## config.mk

```make
export PLATFORM = sky130hd
export DESIGN_NAME = mem_wb_stage
export DESIGN_NICKNAME = d
export VERILOG_FILES = /design/src/rtl/mem_pkg.sv /design/src/rtl/mem_wb_stage_load_align.sv /design/src/rtl/mem_wb_stage.sv
export SDC_FILE = /design/constraint.sdc
export NUM_CORES = 1
export LEC_CHECK = 0
export CAP_MARGIN = 10
export CORE_MARGIN = 2
export CORE_UTILIZATION = 40
export DETAILED_ROUTE_END_ITERATION = 16
export PLACE_DENSITY = 0.78
export SYNTH_ARGS = -nofsm -noshare
export SYNTH_HDL_FRONTEND = slang
export SYNTH_HIERARCHICAL = 1
export SYNTH_SLANG_ARGS = --single-unit
```

## constraint.sdc

```tcl
create_clock -name clk -period 5.2 [get_ports clk]
set_input_delay 1.04 -clock clk [delete_from_list [all_inputs] [get_ports clk]]
set_output_delay 1.04 -clock clk [all_outputs]
set_load 0.01 [all_outputs]
```

## src/rtl/mem_pkg.sv

```systemverilog
// Shared types and lane helpers for the mem/wb stage.
// Holds the FSM state enum, access size enum and strobe/alignment helpers.
package mem_pkg;

  typedef enum logic [1:0] {
    IDLE,
    REQ,
    WAIT_RESP,
    WB
  } mem_state_t;

  typedef enum logic [1:0] {
    SZ_B,
    SZ_H,
    SZ_W,
    SZ_D
  } mem_size_t;

  localparam int LANES = 8;

  function automatic logic [LANES-1:0] size_bytes(
    input mem_size_t sz
  );
    logic [LANES-1:0] m;
    m = '0;
    unique case (sz)
      SZ_B: m = 8'h01;
      SZ_H: m = 8'h03;
      SZ_W: m = 8'h0f;
      SZ_D: m = 8'hff;
    endcase
    return m;
  endfunction

  // bytes past lane 7 fall off the top
  function automatic logic [LANES-1:0] strb_mask(
    input mem_size_t sz,
    input logic [2:0] off
  );
    logic [LANES-1:0] m;
    m = size_bytes(sz);
    return m << off;
  endfunction

  function automatic logic [2:0] align_mask(
    input mem_size_t sz
  );
    logic [2:0] m;
    m = '0;
    unique case (sz)
      SZ_B: m = 3'd0;
      SZ_H: m = 3'd1;
      SZ_W: m = 3'd3;
      SZ_D: m = 3'd7;
    endcase
    return m;
  endfunction

  function automatic logic misaligned(
    input mem_size_t sz,
    input logic [2:0] off
  );
    return (off & align_mask(sz)) != 3'd0;
  endfunction

endpackage

```

## src/rtl/mem_wb_stage_load_align.sv

```systemverilog
// Load data lane extraction: shift by byte offset,
// truncate to access size, then sign- or zero-extend.
module load_align
  import mem_pkg::*;
#(
  parameter int XLEN = 64
) (
  input  logic [XLEN-1:0] rdata,
  input  logic [2:0]      off,
  input  mem_size_t       size,
  input  logic            uns,
  output logic [XLEN-1:0] data
);

  logic [XLEN-1:0] sh;
  logic            sgn;

  // shift the addressed byte to lane 0 and extend
  always_comb begin
    sh   = rdata >> {off, 3'b000};
    sgn  = 1'b0;
    data = sh;
    unique case (size)
      SZ_B: begin
        sgn  = ~uns & sh[7];
        data = {{(XLEN-8){sgn}}, sh[7:0]};
      end
      SZ_H: begin
        sgn  = ~uns & sh[15];
        data = {{(XLEN-16){sgn}}, sh[15:0]};
      end
      SZ_W: begin
        sgn  = ~uns & sh[31];
        data = {{(XLEN-32){sgn}}, sh[31:0]};
      end
      SZ_D: begin
        data = sh;
      end
    endcase
  end

endmodule

```

## src/rtl/mem_wb_stage.sv

```systemverilog
// Memory-access / writeback stage after the integer ALU.
// Optional misaligned-access trap: MEM_MISALIGN_TRAP_EN.
module mem_wb_stage
  import mem_pkg::*;
#(
  parameter int XLEN   = 64,
  parameter int ADDR_W = 64
) (
  input  logic              clk,
  input  logic              reset,
  input  logic              in_valid,
  output logic              in_ready,
  input  logic [XLEN-1:0]   in_data,
  input  logic [ADDR_W-1:0] in_addr,
  input  logic [4:0]        in_rd,
  input  logic              in_is_load,
  input  logic              in_is_store,
  input  logic [1:0]        in_size,
  input  logic              in_unsigned,
  output logic              mem_req,
  output logic              mem_we,
  output logic [ADDR_W-1:0] mem_addr,
  output logic [XLEN-1:0]   mem_wdata,
  output logic [7:0]        mem_wstrb,
  input  logic              mem_gnt,
  input  logic              mem_rvalid,
  input  logic [XLEN-1:0]   mem_rdata,
  output logic              rf_we,
  output logic [4:0]        rf_waddr,
  output logic [XLEN-1:0]   rf_wdata,
  output logic              trap
);

  mem_state_t state;
  mem_state_t state_n;

  logic ready_q;

  logic              we_q;
  logic              uns_q;
  mem_size_t         size_q;
  logic [2:0]        off_q;
  logic [4:0]        rd_q;
  logic [ADDR_W-1:0] addr_q;
  logic [XLEN-1:0]   wdata_q;
  logic [7:0]        wstrb_q;

  logic            rf_we_q;
  logic [4:0]      rf_waddr_q;
  logic [XLEN-1:0] rf_wdata_q;

  mem_size_t       size_in;
  logic            accept;
  logic            is_mem;
  logic            bad;
  logic            go_mem;
  logic            go_alu;
  logic            cap;
  logic [XLEN-1:0] ld_val;

  assign size_in = mem_size_t'(in_size);
  assign accept  = in_valid & (state == IDLE);
  assign is_mem  = in_is_load | in_is_store;

`ifdef MEM_MISALIGN_TRAP_EN
  logic trap_q;

  assign bad = misaligned(size_in, in_addr[2:0]);

  // one-cycle pulse for an access rejected as misaligned
  always_ff @(posedge clk or negedge reset) begin
    if (!reset) begin
      trap_q <= 1'b0;
    end else begin
      trap_q <= accept & is_mem & bad;
    end
  end

  assign trap = trap_q;
`else
  assign bad  = 1'b0;
  assign trap = 1'b0;
`endif

  assign go_mem = accept & is_mem & ~bad;
  assign go_alu = accept & ~is_mem;

  assign cap = (state_n == WB) && (state != WB);

  // next-state decode
  always_comb begin
    state_n = state;
    unique case (state)
      IDLE: begin
        if (go_mem) state_n = REQ;
      end
      REQ: begin
        if (mem_gnt) begin
          if (we_q)            state_n = IDLE;
          else if (mem_rvalid) state_n = WB;
          else                 state_n = WAIT_RESP;
        end
      end
      WAIT_RESP: begin
        if (mem_rvalid) state_n = WB;
      end
      WB: begin
        state_n = IDLE;
      end
      default: state_n = IDLE;
    endcase
  end

  // state and registered ready
  always_ff @(posedge clk or negedge reset) begin
    if (!reset) begin
      state   <= IDLE;
      ready_q <= 1'b1;
    end else begin
      state   <= state_n;
      ready_q <= (state_n == IDLE);
    end
  end

  // latch the memory request so the bus sees stable values
  always_ff @(posedge clk or negedge reset) begin
    if (!reset) begin
      we_q    <= 1'b0;
      uns_q   <= 1'b0;
      size_q  <= SZ_B;
      off_q   <= '0;
      rd_q    <= '0;
      addr_q  <= '0;
      wdata_q <= '0;
      wstrb_q <= '0;
    end else if (go_mem) begin
      we_q    <= in_is_store;
      uns_q   <= in_unsigned;
      size_q  <= size_in;
      off_q   <= in_addr[2:0];
      rd_q    <= in_rd;
      addr_q  <= {in_addr[ADDR_W-1:3], 3'b000};
      wdata_q <= in_data << {in_addr[2:0], 3'b000};
      wstrb_q <= strb_mask(size_in, in_addr[2:0]);
    end
  end

  load_align #(
    .XLEN (XLEN)
  ) u_align (
    .rdata (mem_rdata),
    .off   (off_q),
    .size  (size_q),
    .uns   (uns_q),
    .data  (ld_val)
  );

  // register-file write port: ALU pass-through or aligned load
  always_ff @(posedge clk or negedge reset) begin
    if (!reset) begin
      rf_we_q    <= 1'b0;
      rf_waddr_q <= '0;
      rf_wdata_q <= '0;
    end else begin
      rf_we_q <= 1'b0;
      if (go_alu) begin
        rf_we_q    <= (in_rd != 5'd0);
        rf_waddr_q <= in_rd;
        rf_wdata_q <= in_data;
      end else if (cap) begin
        rf_we_q    <= (rd_q != 5'd0);
        rf_waddr_q <= rd_q;
        rf_wdata_q <= ld_val;
      end
    end
  end

  assign in_ready  = ready_q;
  assign mem_req   = (state == REQ);
  assign mem_we    = we_q & (state == REQ);
  assign mem_addr  = addr_q;
  assign mem_wdata = wdata_q;
  assign mem_wstrb = wstrb_q;
  assign rf_we     = rf_we_q;
  assign rf_waddr  = rf_waddr_q;
  assign rf_wdata  = rf_wdata_q;

endmodule

```

# [Word level (Yosys, flattened, before mapping)]
# Index checks and enable logic that the tools add are counted.
[classes] n_eq_ne=11 n_reduce_logical=8 muxes=15 shift=3 bitwise_logic=10
[ops] cell="$pmux 64 s4" count=1
[ops] cell="$mux 64" count=2
[ops] cell="$shl 64x6->64" count=1
[ops] cell="$shr 64x6->64" count=1
[ops] cell="$pmux 8 s4" count=1
[ops] cell="$eq 2x2->1 const B" count=7
[ops] cell="$mux 5" count=2
[ops] cell="$reduce_bool 5->1" count=2
[ops] cell="$logic_not 2->1" count=4
[ops] cell="$mux 2" count=4
[ops] cell="$mux 8" count=1
[ops] cell="$pmux 2 s4" count=1
[ops] cell="$shl 8x3->8" count=1
[ops] cell="$and 1x1->1" count=7
[ops] cell="$eq 2x1->1 const B" count=3
[ops] cell="$mux 1" count=3
[ops] cell="$ne 2x2->1 const B" count=1
[ops] cell="$not 1->1" count=2
[ops] cell="$reduce_bool 2->1" count=1
[ops] cell="$logic_and 1x1->1" count=1
[ops] cell="$or 1x1->1" count=1
[word_totals] in_bits=207 wordCells=60 ff_bits=218

# [Logic depth before layout (Yosys ltp)]
[logic_depth] word_depth=9 ltp_mapped=9

# [Hierarchy]
# The synthesis kept the hierarchy.
[by_module_without_submodules] module="mem_wb_stage" area_each_um2=10277.4 cells_per_inst=1178 n_inst=1
[by_module_without_submodules] module="load_align" area_each_um2=2543.7 cells_per_inst=258 n_inst=1

# [Worst setup path before layout]
# OpenSTA, ideal clock, no wires.
[synth_path] path_type="in2reg" start="input port in_addr[0]" end="register wstrb_q[4] (netlist: mem_wstrb[4])" setup_time_ps=132 arrival_ps=2152 path_slack_ps=2916 cell_stages=7 path_cell_list="clkbuf_1 > buf_4 > buf_4 > nor2_1 > o2bb2ai_1 > a2111oi_0 > nor2_1"
[synth_via] elab_chain_cells=1
[synth_rtl] element="start: declaration" line_no="mem_wb_stage.sv:14" rtl="input logic [ADDR_W-1:0] in_addr,"
[synth_rtl] element="$shl 8x3->8" line_no="mem_pkg.sv:42" rtl="return m << off;"
[synth_rtl] element="end signal: assignment" line_no="mem_wb_stage.sv:144" rtl="wstrb_q <= strb_mask(size_in, in_addr[2:0]);"
[synth_rtl] element="end: declaration" line_no="mem_wb_stage.sv:46" rtl="logic [7:0] wstrb_q;"
# Every way passes these cells.
# A chain may end at the register's enable or synchronous reset.

# [Worst setup path after layout]
[layout_path] start="register off_q[2]" end="register rf_wdata_q[32] (netlist: rf_wdata[32])"
[layout_via] elab_chain_cells=5
[layout_rtl] element="start: declaration" line_no="mem_wb_stage.sv:42" rtl="logic [2:0] off_q;"
[layout_rtl] element="start signal: assignment" line_no="mem_wb_stage.sv:140" rtl="off_q <= in_addr[2:0];"
[layout_rtl] element="$shr 64x6->64 (*)" line_no="mem_wb_stage_load_align.sv:20" rtl="sh = rdata >> {off, 3'b000};"
[layout_rtl] element="$and 1x1->1 (on tied branches)" line_no="mem_wb_stage_load_align.sv:33, mem_wb_stage_load_align.sv:25, mem_wb_stage_load_align.sv:29"
[layout_rtl] element="$pmux 64 s4 (*)" line_no="mem_wb_stage_load_align.sv:23" rtl="unique case (size)"
[layout_rtl] element="via ld_val[32]" line_no="mem_wb_stage.sv:59" rtl="logic [XLEN-1:0] ld_val;"
[layout_rtl] element="$mux 64 (*)" line_no="mem_wb_stage.sv:170" rtl="end else if (cap) begin"
[layout_rtl] element="$mux 64 (*)" line_no="mem_wb_stage.sv:166" rtl="if (go_alu) begin"
[layout_rtl] element="end signal: assignment" line_no="mem_wb_stage.sv:169" rtl="rf_wdata_q <= in_data;"
[layout_rtl] element="end signal: assignment" line_no="mem_wb_stage.sv:173" rtl="rf_wdata_q <= ld_val;"
[layout_rtl] element="end: declaration" line_no="mem_wb_stage.sv:50" rtl="logic [XLEN-1:0] rf_wdata_q;"
# Mark *: on every way through the listed nets, which the timed path passes. The rest lies on a longest branch. The select of a mux whose other input is x is not followed.

==> metrics <==
status completed; Final period util 60.3%; NumNets Final 1977; Pins Over Slew Limit 0; hold_sp mem_wdata[14]; Synth top area share 42.4%; Hold Fails Final Rpt 0; Static Leakage 7.72 nW; maximum number of pins on one net before global-route repair 127; slowest stage delay, CP 0.79 ns; CP arrival 3.54 ns; global route total overflow 0; area delta synth->final 38.6%; drt wl/cell 23.2 um; worst slew pin tran 1.29 ns; Post-synth EDFFs 0; # Post-CTS Setup Buffers 0; overall routed net length 50700 um; First-pass DRT Iterations 6; CTS H-Tree Depth 1; worst hold slack 0.464 ns; Chip Height 183 um; number of buffers added on ports 412; Initial Util 40.6%; Max Root-Sink Buffers 3; Worst Hold Class reg -> reg; total track usage 29.5%; gpl congestion 0.964; antenna violations before repair 3; hold buffer count at CTS 0; xor and xnor area share after synthesis 0%; Root Buffer clkbuf_16; max-cap viol count 0; antenna-violating nets left 0; Compound-Gate Fraction of Synth Area 14.8%; Synth Area in Adders 0%; initial DRC count 1498; Worst Setup SP off_q[2]; Critical Path, Cell by Cell buf_4, nand2b_1, o2111ai_4, buf_4, nand4_1, a21oi_1, a21oi_1; Worst Path Required 5.61 ns; TritonCTS sink count 218; critical path peak fanout 33; layout cells sized above 1 10.2%; RSZ-0062 raised after global routing false; Synth cell types 58; clock latency on the worst-skew pair 0.54 ns; most common flop cell mapped by yosys dfrtp_1; Period minus WS final 3.14 ns; Final setup viols 0; post-CTS sizing 0; relative slew slack 13.4%; asr flop ratio synth 100%; CP Class reg -> reg; Yosys reg bits 218; Tot Pwr 0.0103 W; Cells after DPL 2144; DP Wirelength 37700 um; final non-filler cell total 2189; worst r2r src off_q[2]; post-synthesis sequential area ratio 42.6%; CP Capture Type flip-flop; core area 0.0316 mm^2; placement row count 65; Cell Area, Synth 0.0128 mm^2; I/O pin cnt 417; count of warnings emitted by yosys 6; Setup WS pre-CTS 1.59 ns; drc violations 0; skew final 0.0149 ns; first-pass GRT wire length 76100 um; Num CTS Buffers 26; cell taking the most area after synthesis dfrtp_1; TNS Setup 0 ns; CTS tree built; startpoint types flip-flop; PD cells 582 mW/mm^2; vias in the first global route 12500; average vias per placed instance 5.79; post-synthesis simple-gate area fraction 22.3%; post-synthesis cell count 1436; post-route setup slack 2.06 ns; largest family of logic cells by synthesized area simple AND/OR/NAND/NOR gates; Die W 183 um; Max Clk Rate 319 MHz; CP max stage cell dfrtp_1; mean post-synth cell area 8.93 um^2; via count 12700; CTS clock-pin slew for the worst setup and hold paths 0.06 ns; mux contribution to synthesized area 14.4%; peak supply drop 0.000294 V; total die area 0.0335 mm^2; Synth area leaders dfrtp_1 (42%), nand2_1 (11%), a21oi_1 (7.3%)
per-layer routing:
metal  vias up  part of all wire, %  track usage, %
met1      6088                   38            38.2
met2       764                   45            45.6
met5         -                0.045               0
met3       178                   11            9.67
li1       5642                    -               -
met4         4                  5.3            12.3
layout by cell type, fill, tap and decap left out, types with 5 or more instances in the layout:
cell             netlist  layout
nand2b_1               5       5
a22oi_1               22      22
clkbuf_1              44       7
o22ai_1                8       8
o2bb2ai_1             16      16
nand2_1              391     390
mux2_1                 8       8
or2_0                  8       8
clkdlybuf4s50_1        0     409
nor2_1               129     128
mux2i_1               59      59
nor2b_1                8       8
clkbuf_16              0      27
clkbuf_8               0       7
a31oi_1                8       8
nand3_1               26      26
o221ai_1               9       9
a22o_1                 9       9
inv_1                  5       5
mux2_2                31      31
o21ai_1               29      28
buf_4                 10      18
nand4_2               25      25
mux4_2                35      35
nand3_2               10      10
o21ai_0                6       6
dfrtp_1              217     215
nand4_1                8       8
a211o_1                8       8
a21oi_1              187     187
path summary, 6_finish.rpt:
path / slack, ns / to / cells after the start
setup / recovery: 2.06 / rf_wdata[32] / 7
hold / removal: 0.46 / mem_wdata[14] / 2
setup reg to reg: 2.06 / rf_wdata[32] / 7
hold reg to reg: 0.46 / mem_wdata[14] / 2
max in group asynchronous: 3.55 / mem_addr[59] / 2
min in group asynchronous: 0.56 / mem_addr[53] / 1
final cells by class:
| cell class | count | area, um^2 |
|---|---|---|
| fillers | 2807 | 13800 |
| multi-input cells | 1088 | 6660 |
| flip-flops and latches | 218 | 5460 |
| repair buffers | 431 | 4290 |
| clock buffers | 41 | 798 |
| well taps | 402 | 503 |
| clock inverters | 3 | 43.8 |
| inverters | 5 | 18.8 |
| diodes | 1 | 2.50 |
cell usage after synthesis, drive strengths merged, types with 9 or more instances:
cell     count
clkbuf      44
a21oi      187
o21ai       36
nand2      391
a22oi       24
mux2        40
nand3       36
nor2       129
dfrtp      217
nand4       33
o2bb2ai     16
a22o         9
mux4        35
buf         84
or2         10
o221ai       9
mux2i       60
metrics by stage:
stage / cell area, um^2 / utilization [%]
floorplan: 12800 / -
global placement: 16900 / 53.6
detailed placement: 16900 / 53.6
CTS: 17800 / 56.3
global route: 17800 / 56.3
finish: 17800 / 56.3
worst max-delay path: cells and delay by family, from the launching register on:
family / cells / cell delay, ns
and+or+nand+nor: 2 / 0.28
buffers and inverters: 2 / 0.88
AOI/OAI and AO/OA: 3 / 1.01
DFF: 1 / 0.79
cell families (layout without fill, tap and decap cells):
group           Yosys count  after routing
buf+inv                 133            480
compound gates          318            318
mux                     135            135
other cells               1              5
flops                   218            218
simple gates            631            631
registers in the layout, indices dropped and copies added (netlist names):
signal / count
mem_addr: 61
mem_wstrb: 8
in_ready: 1
state: 2
rf_waddr: 5
rd_q: 5
uns_q: 1
off_q: 3
rf_wdata: 64
rf_we: 1
we_q: 1
size_q: 2
mem_wdata: 64
report_power, final:
part	internal (W)	total (W)	switching (W)
Clock	0.00109	0.00182	0.000729
Sequential	0.00251	0.00312	0.000617
Combinational	0.00262	0.00540	0.00278
Total	0.00622	0.0103	0.00413
Note: power is estimated with default switching activity, not from simulation.
